[src/rtl/divisor_mantiza_pkg.sv]
// Shared types and sizing for the iterative mantissa divider.
// DIVISOR_MANTIZA_REDONDEO_EN adds one quotient step for round-half-up.
package divisor_mantiza_pkg;

   typedef enum logic [1:0] {StIdle, StCalc, StDone} estado_e;

   localparam int unsigned NB_MANTIZA_DEF = 8;
   localparam int unsigned NB_OPER        = NB_MANTIZA_DEF + 1;
   localparam int unsigned NB_RESTO       = NB_MANTIZA_DEF + 2;

`ifdef DIVISOR_MANTIZA_REDONDEO_EN
   localparam int unsigned PASOS_EXTRA = 3;
`else
   localparam int unsigned PASOS_EXTRA = 2;
`endif

   // One quotient bit per step, so quotient width equals step count.
   localparam int unsigned NB_COCIENTE = NB_MANTIZA_DEF + PASOS_EXTRA;
   localparam int unsigned PASOS       = NB_COCIENTE;

endpackage

[src/rtl/divisor_mantiza_paso.sv]
// One combinational restoring-division step: compare, conditionally subtract, shift.
module divisor_mantiza_paso #(
   parameter int unsigned NB_R = 10,
   parameter int unsigned NB_B = 9
) (
   input  logic [NB_R-1:0] i_resto,
   input  logic [NB_B-1:0] i_divisor,
   output logic [NB_R-1:0] o_resto,
   output logic            o_bit
);

   logic [NB_R-1:0] divisor_ext;
   logic [NB_R-1:0] resta;

   always_comb begin
      divisor_ext = {{(NB_R-NB_B){1'b0}}, i_divisor};
      o_bit       = (i_resto >= divisor_ext);
      resta       = o_bit ? (i_resto - divisor_ext) : i_resto;
      // After restoring, resta < divisor, so its MSB is always zero.
      o_resto     = {resta[NB_R-2:0], 1'b0};
   end

endmodule

[src/rtl/divisor_mantiza.sv]
// Iterative (1.m1)/(1.m2) restoring divider with normalized quotient and exponent flag.
// DIVISOR_MANTIZA_REDONDEO_EN selects round-half-up instead of truncation.
module divisor_mantiza
   import divisor_mantiza_pkg::*;
#(
   parameter int unsigned NB_MANTIZA = NB_MANTIZA_DEF
) (
   input  logic                  i_clk,
   input  logic                  i_rst_n,
   input  logic [NB_MANTIZA-1:0] i_mantiza_1,
   input  logic [NB_MANTIZA-1:0] i_mantiza_2,
   input  logic                  i_valido,
   output logic                  o_listo,
   output logic [NB_MANTIZA-1:0] o_mantiza,
   output logic                  o_aviso_exponente,
   output logic                  o_valido,
   input  logic                  i_listo
);

   localparam int unsigned NB_A = NB_MANTIZA + 1;
   localparam int unsigned NB_R = NB_MANTIZA + 2;
   localparam int unsigned NB_Q = NB_MANTIZA + PASOS_EXTRA;
   localparam int unsigned NB_C = $clog2(NB_Q + 1);

   estado_e               estado_q, estado_d;
   logic [NB_A-1:0]       b_q, b_d;
   logic [NB_R-1:0]       r_q, r_d;
   // The last quotient bit goes straight into normalization, so it is never stored.
   logic [NB_Q-2:0]       q_q, q_d;
   logic [NB_C-1:0]       cont_q, cont_d;
   logic [NB_MANTIZA-1:0] mantiza_q, mantiza_d;
   logic                  aviso_q, aviso_d;

   logic [NB_R-1:0]       r_paso;
   logic                  bit_paso;
   logic [NB_Q-1:0]       q_final;
   logic [NB_MANTIZA-1:0] mantiza_norm;
   logic                  aviso_norm;

   divisor_mantiza_paso #(
      .NB_R (NB_R),
      .NB_B (NB_A)
   ) u_paso (
      .i_resto   (r_q),
      .i_divisor (b_q),
      .o_resto   (r_paso),
      .o_bit     (bit_paso)
   );

   assign q_final = {q_q, bit_paso};

   always_comb begin
      aviso_norm = ~q_final[NB_Q-1];
`ifdef DIVISOR_MANTIZA_REDONDEO_EN
      if (q_final[NB_Q-1]) begin
         mantiza_norm = q_final[NB_Q-2:2] + NB_MANTIZA'(q_final[1]);
      end else begin
         mantiza_norm = q_final[NB_Q-3:1] + NB_MANTIZA'(q_final[0]);
      end
`else
      if (q_final[NB_Q-1]) begin
         mantiza_norm = q_final[NB_Q-2:1];
      end else begin
         mantiza_norm = q_final[NB_Q-3:0];
      end
`endif
   end

   always_comb begin
      estado_d  = estado_q;
      b_d       = b_q;
      r_d       = r_q;
      q_d       = q_q;
      cont_d    = cont_q;
      mantiza_d = mantiza_q;
      aviso_d   = aviso_q;
      unique case (estado_q)
         StIdle: begin
            if (i_valido) begin
               b_d      = {1'b1, i_mantiza_2};
               r_d      = {2'b01, i_mantiza_1};
               q_d      = '0;
               cont_d   = '0;
               estado_d = StCalc;
            end
         end
         StCalc: begin
            r_d    = r_paso;
            q_d    = q_final[NB_Q-2:0];
            cont_d = cont_q + 1'b1;
            if (cont_q == NB_C'(NB_Q - 1)) begin
               mantiza_d = mantiza_norm;
               aviso_d   = aviso_norm;
               estado_d  = StDone;
            end
         end
         StDone: begin
            if (i_listo) begin
               estado_d = StIdle;
            end
         end
         default: estado_d = StIdle;
      endcase
   end

   always_ff @(posedge i_clk) begin
      if (!i_rst_n) begin
         estado_q  <= StIdle;
         b_q       <= '0;
         r_q       <= '0;
         q_q       <= '0;
         cont_q    <= '0;
         mantiza_q <= '0;
         aviso_q   <= 1'b0;
      end else begin
         estado_q  <= estado_d;
         b_q       <= b_d;
         r_q       <= r_d;
         q_q       <= q_d;
         cont_q    <= cont_d;
         mantiza_q <= mantiza_d;
         aviso_q   <= aviso_d;
      end
   end

   assign o_listo           = (estado_q == StIdle);
   assign o_valido          = (estado_q == StDone);
   assign o_mantiza         = mantiza_q;
   assign o_aviso_exponente = aviso_q;

endmodule

[config.mk]
export PLATFORM = sky130hd
export DESIGN_NAME = divisor_mantiza
export DESIGN_NICKNAME = d
export VERILOG_FILES = /design/src/rtl/divisor_mantiza_pkg.sv /design/src/rtl/divisor_mantiza_paso.sv /design/src/rtl/divisor_mantiza.sv
export SDC_FILE = /design/constraint.sdc
export NUM_CORES = 1
export LEC_CHECK = 0
export ABC_AREA = 1
export BUFFER_PORTS_ARGS = -buffer_cell sky130_fd_sc_hd__buf_2
export CAP_MARGIN = 20
export CORE_MARGIN = 5
export CORE_UTILIZATION = 52
export CTS_CLUSTER_SIZE = 24
export DETAILED_ROUTE_END_ITERATION = 7
export GPL_TIMING_DRIVEN = 0
export PLACE_DENSITY = 0.84
export SETUP_SLACK_MARGIN = 0.05
export SYNTH_ARGS = -nofsm -noshare
export SYNTH_HDL_FRONTEND = slang
export SYNTH_SLANG_ARGS = --single-unit
[constraint.sdc]
create_clock -name i_clk -period 1.95 [get_ports i_clk]
set_clock_uncertainty 0.1 [all_clocks]
set_input_delay 0.39 -clock i_clk [delete_from_list [all_inputs] [get_ports i_clk]]
set_output_delay 0.39 -clock i_clk [all_outputs]
set_load 0.005 [all_outputs]
==> impl_metrics.ini, run 1 <==
[timing]
slew_headroom_pct = 68.29
fin_setup_tns_ps = -204.9
fin_hold_ws_ps = 247.8
rsz0062_at_grt = yes
finalHoldViolCount = 0
worst_pin_slew_ps = 475.7
period_share_pct = 103.3
setup_viol = 7
max_freq_ghz = 0.4962
final_max_slew_viol_count = 0
setup_slack_ps = -65.12
fin_crit_ps = 2015

[clocking]
cts_tree = done
htreeDepth = 2
cts_sinks = 43
clk_latency_ps = 300
numCtsBuffers = 5
cts_buffer_depth = 2
cts-root-buf = clkbuf_8
clk_pin_slew_ps = 80

[drt]
routed_via_density = 5.488
wire_per_inst_um = 15.22
drt-total-wl_um = 6424
firstDrtPassIters = 4
drt_iter0_drc = 211
detail-route-antenna-nets = 0
drc = 0
vias = 2316

[critical_path]
r2r_cells = 14
start_kind = flop
arrival_ps = 2140
rr_endpoint = r_q[4]
setup.worst_path.start = r_q[0]
path_max_fanout = 5
reg2reg_from = r_q[0]
path_class = flop to flop
cp-end-kind = flop
cp.required_ps = 2070
r2r_slack_ps = -70

[final_layout]
nFillCells = 359
area_growth_pct = 22.85
drive_above_1_share_pct = 29.46
insertedDiodeCount = 0
final_cells = 422
layout.nets = 402
final_core_util_pct = 66.12

[placement]
place_hpwl_um = 3986
gp_congestion = 0.8868
port-buffer-count = 30
pre_cts_slack_ps = -160.3
place_inst = 407

[die]
rows = 24
core_sq_um = 4384
ios = 31
start_util_pct = 53.82
dieArea_sq_um = 5985
die_width_um = 77.37
die_h_um = 77.37

[global_route]
grt_pass1_wl_um = 10510
grtUsageTotal_pct = 21.10
use_met3_pct = 5.556
overflow = 0
grt_pass1_vias = 2324
antenna_found_initial = 0
grt_max_degree = 14
gr-usage-met2_pct = 36.78
grt_use_met1_pct = 25.57
busiest_layer = met2

[synth]
seq_area_frac_synth_pct = 36.48
synthXorXnorAreaFrac_pct = 1.485
synth-adder-area-share_pct = 6.681
synth_top_family_by_area = simple AND/OR/NAND/NOR gates
synth-edff-count = 0
ys.warnings.count = 0
syn_area_sq_um = 2360
synth_area_leader_cell = dfxtp_1
avgSynthCellArea_sq_um = 7.261
synth_top_area_share_pct = 36.48
yosys.area_share.simple_pct = 28.37
synth_cell_types = 34
post_synth_inst_count = 325
ys_ff_latch = 43
synth_fp_nets = 357
synth_compound_area_share_pct = 17.92
synthArstFlopShare_pct = 0
synthTopCellsByArea = dfxtp_1, nand2_1, a21oi_1
synth-main-ff-cell = dfxtp_1
synthMuxAreaShare_pct = 0

[outcome]
violations = setup timing
outcome = finished, violations left

[power_and_ir_drop]
p_comb_share_pct = 40.7
p_clk_share_pct = 24.7
leakage_nw = 1.288
peakVddDrop_mv = 0.5601
switchingPower_mw = 1.046
swShare_pct = 37.44
power_density_nw_per_um2 = 964.2
p_seq_share_pct = 34.6
intPower_mw = 1.749

[min_path]
min_path_type = input port to flop
whs_endpoint = r_q[0]
hold_depth = 3
hp-start = i_mantiza_1[0]

[flow_run]
cap_violations = 0
kinds of logic after synthesis:
| kind of cell | after synthesis |
|---|---|
| flops | 43 |
| compound gates | 76 |
| fa+ha+maj | 12 |
| buf+inv | 50 |
| xor+xnor | 4 |
| simple gates | 140 |
cell type report:
class	instances	area [sq um]	area share, %
Multi-Input combinational cell	232	1410	48.64
Sequential cell	43	863.3	29.78
Timing Repair Buffer	38	234.0	8.071
Inverter	39	148.9	5.136
Buffer	11	71.32	2.460
Clock buffer	5	68.82	2.374
Tap cell	52	65.06	2.244
Clock inverter	2	37.54	1.295
flip-flops by register name, indices dropped and copies added (netlist names):
| register | cells |
|---|---|
| r_q | 10 |
| b_q | 9 |
| q_q | 9 |
| o_mantiza | 8 |
| cont_q | 4 |
| estado_q | 2 |
| o_aviso_exponente | 1 |
worst max-delay path by stage:
| stage | endpoint | cells after the start |
|---|---|---|
| floorplan | r_q[7] | 15 |
| global placement | r_q[5] | 14 |
| detailed placement | o_mantiza[0] | 13 |
| CTS | r_q[4] | 14 |
| global route | r_q[4] | 14 |
| finish | r_q[4] | 14 |
metal layers:
metal	vias up	share of wire [%]
met2	79	51
met3	20	5.9
met5	-	0
li1	1143	-
met4	0	2.5
met1	1074	41
synthesized netlist by cell type (all sizes together), types with 3 or more instances:
library cell and instances:
nand3b 6, nand3 18, a31oi 7, dfxtp 43, inv 38, a21oi 35, ha 11, nor2 21
clkbuf 3, o21ai 31, nand2 92, buf 8, xor2 3
power by group through the flow:
stage / Sequential, mW / Clock [mW] / Combinational (mW)
2_1_floorplan: 0.971 / 0 / 0.625
5_1_grt: 0.972 / 0.735 / 1.24
3_5_place_dp: 0.981 / 0 / 0.776
6_report: 0.966 / 0.692 / 1.14
3_3_place_gp: 0.980 / 0 / 0.755
4_1_cts: 0.963 / 0.690 / 0.992
critical path, stage by stage, from the launching register on:
cell     delay (ps)
dfxtp_2         330
inv_2            70
ha_4            140
inv_4            30
fa_2            350
nand2_2          80
nand2_2          60
nand3_2          90
nand2_4          70
nand2_4          90
nand2_8          80
buf_8           150
nand2_4          70
nand3_2          60
a21oi_2         150
through the flow:
stage / power, mW / instance area [sq um]
after global placement: 1.735 / 2575
after CTS: 2.646 / 2828
after global routing: 2.943 / 2899
final: 2.795 / 2899
after detailed placement: 1.757 / 2575
after floorplan: 1.595 / 2360
placed cells by master (no fill, tap or decap), drive strengths merged:
cell type	n
nand3	18
dfxtp	43
fa	1
a21o	1
clkinvlp	1
or2	1
clkbuf	8
inv	38
o221a	1
nand4	1
clkinv	1
ha	11
nand3b	6
o21ai	31
nor3	1
nor2	21
nand2	92
a21oi	35
xnor2	1
bufinv	1
buf	46
a211oi	1
a31oi	7
xor2	3
what timing repair did:
item | CTS | global route
pin swaps | 11 | 12
resized for setup | 25 | 14
buffers inserted | 4 | 3
hold buffers | 0 | 0
gates cloned | 1 | 0
setup endpoints to repair | 11 | 11
Power figures use the tool's default switching activity.
==> run 2, diff against run 1 <==
--- a/config.mk
+++ b/config.mk
@@ -9,11 +9,11 @@
 export BUFFER_PORTS_ARGS = -buffer_cell sky130_fd_sc_hd__buf_2
 export CAP_MARGIN = 20
 export CORE_MARGIN = 5
-export CORE_UTILIZATION = 52
+export CORE_UTILIZATION = 55
 export CTS_CLUSTER_SIZE = 24
 export DETAILED_ROUTE_END_ITERATION = 7
 export GPL_TIMING_DRIVEN = 0
-export PLACE_DENSITY = 0.84
+export PLACE_DENSITY = 0.85
 export SETUP_SLACK_MARGIN = 0.05
 export SYNTH_ARGS = -nofsm -noshare
 export SYNTH_HDL_FRONTEND = slang
==> constraint.sdc (replaced) <==
create_clock -name i_clk -period 2.1 [get_ports i_clk]
set_clock_uncertainty 0.1 [all_clocks]
set_input_delay 0.42 -clock i_clk [delete_from_list [all_inputs] [get_ports i_clk]]
set_output_delay 0.42 -clock i_clk [all_outputs]
set_load 0.005 [all_outputs]
==> impl_metrics.ini, run 2 (synthesized netlist as in run 1, its figures left out) <==
[final_layout]
insertedDiodeCount = 0
largest_register = r_q
largest_registers = r_q: 10 flops, b_q: 9 flops, q_q: 9 flops
final_cell_area_sq_um = 2851
layout_common_cells = nand2_1, dfxtp_1, buf_2, inv_1, a21oi_1
area_growth_pct = 20.84
largest_reg_flops = 10
layout.nets = 401
final_cells = 420
drive_above_1_share_pct = 26.76
mostFrequentLayoutCell = nand2_1

[critical_path]
start_kind = flop
path_max_fanout = 5
path_class = flop to flop
cp.required_ps = 2240
reg2reg_from = r_q[0]
rr_endpoint = r_q[4]
r2r_cells = 14
r2r_slack_ps = 110
arrival_ps = 2140
cp-end-kind = flop

[global_route]
overflow = 0
grt_pass1_vias = 1984
grtUsageTotal_pct = 20.59
grt_max_degree = 15
antenna_found_initial = 0
grt_pass1_wl_um = 8990

[power_and_ir_drop]
leakage_nw = 1.269
switchingPower_mw = 0.8677
swShare_pct = 33.71
p_comb_share_pct = 35.2
p_seq_share_pct = 34.7
p_clk_share_pct = 30.0
peakVddDrop_mv = 0.5855
intPower_mw = 1.706
power_density_nw_per_um2 = 902.7

[clocking]
cts-root-buf = clkbuf_8
cts_buffer_depth = 2
htreeDepth = 2
clk_latency_ps = 300
holdBufCountCts = 0
clk_pin_slew_ps = 80
numCtsBuffers = 5
cts_tree = done
cts_sinks = 43

[die]
die_width_um = 75.50
start_util_pct = 57.75
core_sq_um = 4086
ios = 31
die_h_um = 75.50
dieArea_sq_um = 5700
rows = 23

[drt]
drt_iter0_drc = 117
routed_via_density = 5.371
wire_per_inst_um = 13.75
drt-total-wl_um = 5773
vias = 2256
detail-route-antenna-nets = 0
firstDrtPassIters = 4
drc = 0

[timing]
finalHoldViolCount = 0
fin_crit_ps = 1995
period_share_pct = 94.98
final_max_slew_viol_count = 0
worst_pin_slew_ps = 459.4
max_freq_ghz = 0.5014
slew_headroom_pct = 69.37
setup_viol = 0

[placement]
place_hpwl_um = 4088
placed_area_sq_um = 2572
gp_congestion = 0.8209
place_inst = 405
port-buffer-count = 30

[min_path]
min_path_type = input port to flop
whs_endpoint = r_q[0]
hold_depth = 3
hp-start = i_mantiza_1[0]

[flow_run]
cap_violations = 0

[outcome]
outcome = completed
run 2: changes by cell type in the layout (fill, tap and decap cells not counted), moves of 2 or more:
cell | before | now
nand3_1 | 9 | 11
nand3_2 | 8 | 6
nand2_4 | 9 | 6
nand2_1 | 71 | 76
run 2: final cells by class:
class                      instances  area [sq um]
clock inverter                     3         67.56
sequential                        43         863.3
inverter                          39         146.4
buffer                            11         71.32
timing repair buffer              37         220.2
multi-input combinational        232          1351
tap                               50         62.56
fill                             328          1235
clock buffer                       5         68.82
run 2: worst max-delay path by stage:
stage,slack (ps),to,cells after the start,startpoint
floorplan,210,r_q[7],15,r_q[0]
global placement,50,r_q[7],15,r_q[0]
detailed placement,-9,r_q[9],14,r_q[0]
CTS,80,r_q[9],14,r_q[0]
global route,-20,r_q[8],14,r_q[0]
finish,110,r_q[4],14,r_q[0]
run 2: power by group through the flow:
stage | Combinational, mW | Clock (mW) | Sequential (mW)
floorplan | 0.580 | 0 | 0.901
global placement | 0.705 | 0 | 0.908
detailed placement | 0.726 | 0 | 0.910
CTS | 0.738 | 0.776 | 0.891
global route | 0.989 | 0.817 | 0.899
finish | 0.907 | 0.773 | 0.894
run 2: critical path: stages (launching register included):
cell	delay, ps
dfxtp_2	330
inv_2	70
ha_4	120
inv_2	40
fa_2	400
nand2_2	90
nand2_4	70
nand3_4	90
nand2_4	60
nand2_4	70
nand2_4	80
clkbuf_16	170
nand2_1	70
nand3_2	70
a21oi_2	100
run 2: per-layer routing:
layer,vias to the layer above,part of all wire (%),track usage [%]
li1,1148,-,-
met1,1060,44,26.14
met2,43,51,35.19
met3,5,3.9,4.354
met4,0,0.85,6.019
met5,-,0,0
run 2: timing repair:
| action | CTS | global route |
|---|---|---|
| cloned | 0 | 1 |
| gates resized for setup | 1 | 20 |
| endpoints found under the setup margin | 10 | 10 |
| pin swaps | 1 | 10 |
| setup buffers | 1 | 5 |
run 2: per-stage QoR:
stage               util, %  hold slack (ps)  setup TNS (ps)  setup WS (ps)  power [mW]
floorplan                 -            335.3               0          208.2       1.482
finish                69.78            260.6               0          105.4       2.574
global placement      62.95            348.1               0          48.64       1.614
global route          69.78            272.7          -22.13         -15.19       2.705
CTS                   66.53            265.9               0          82.57       2.406
detailed placement    62.95            357.5          -8.607         -8.607       1.636
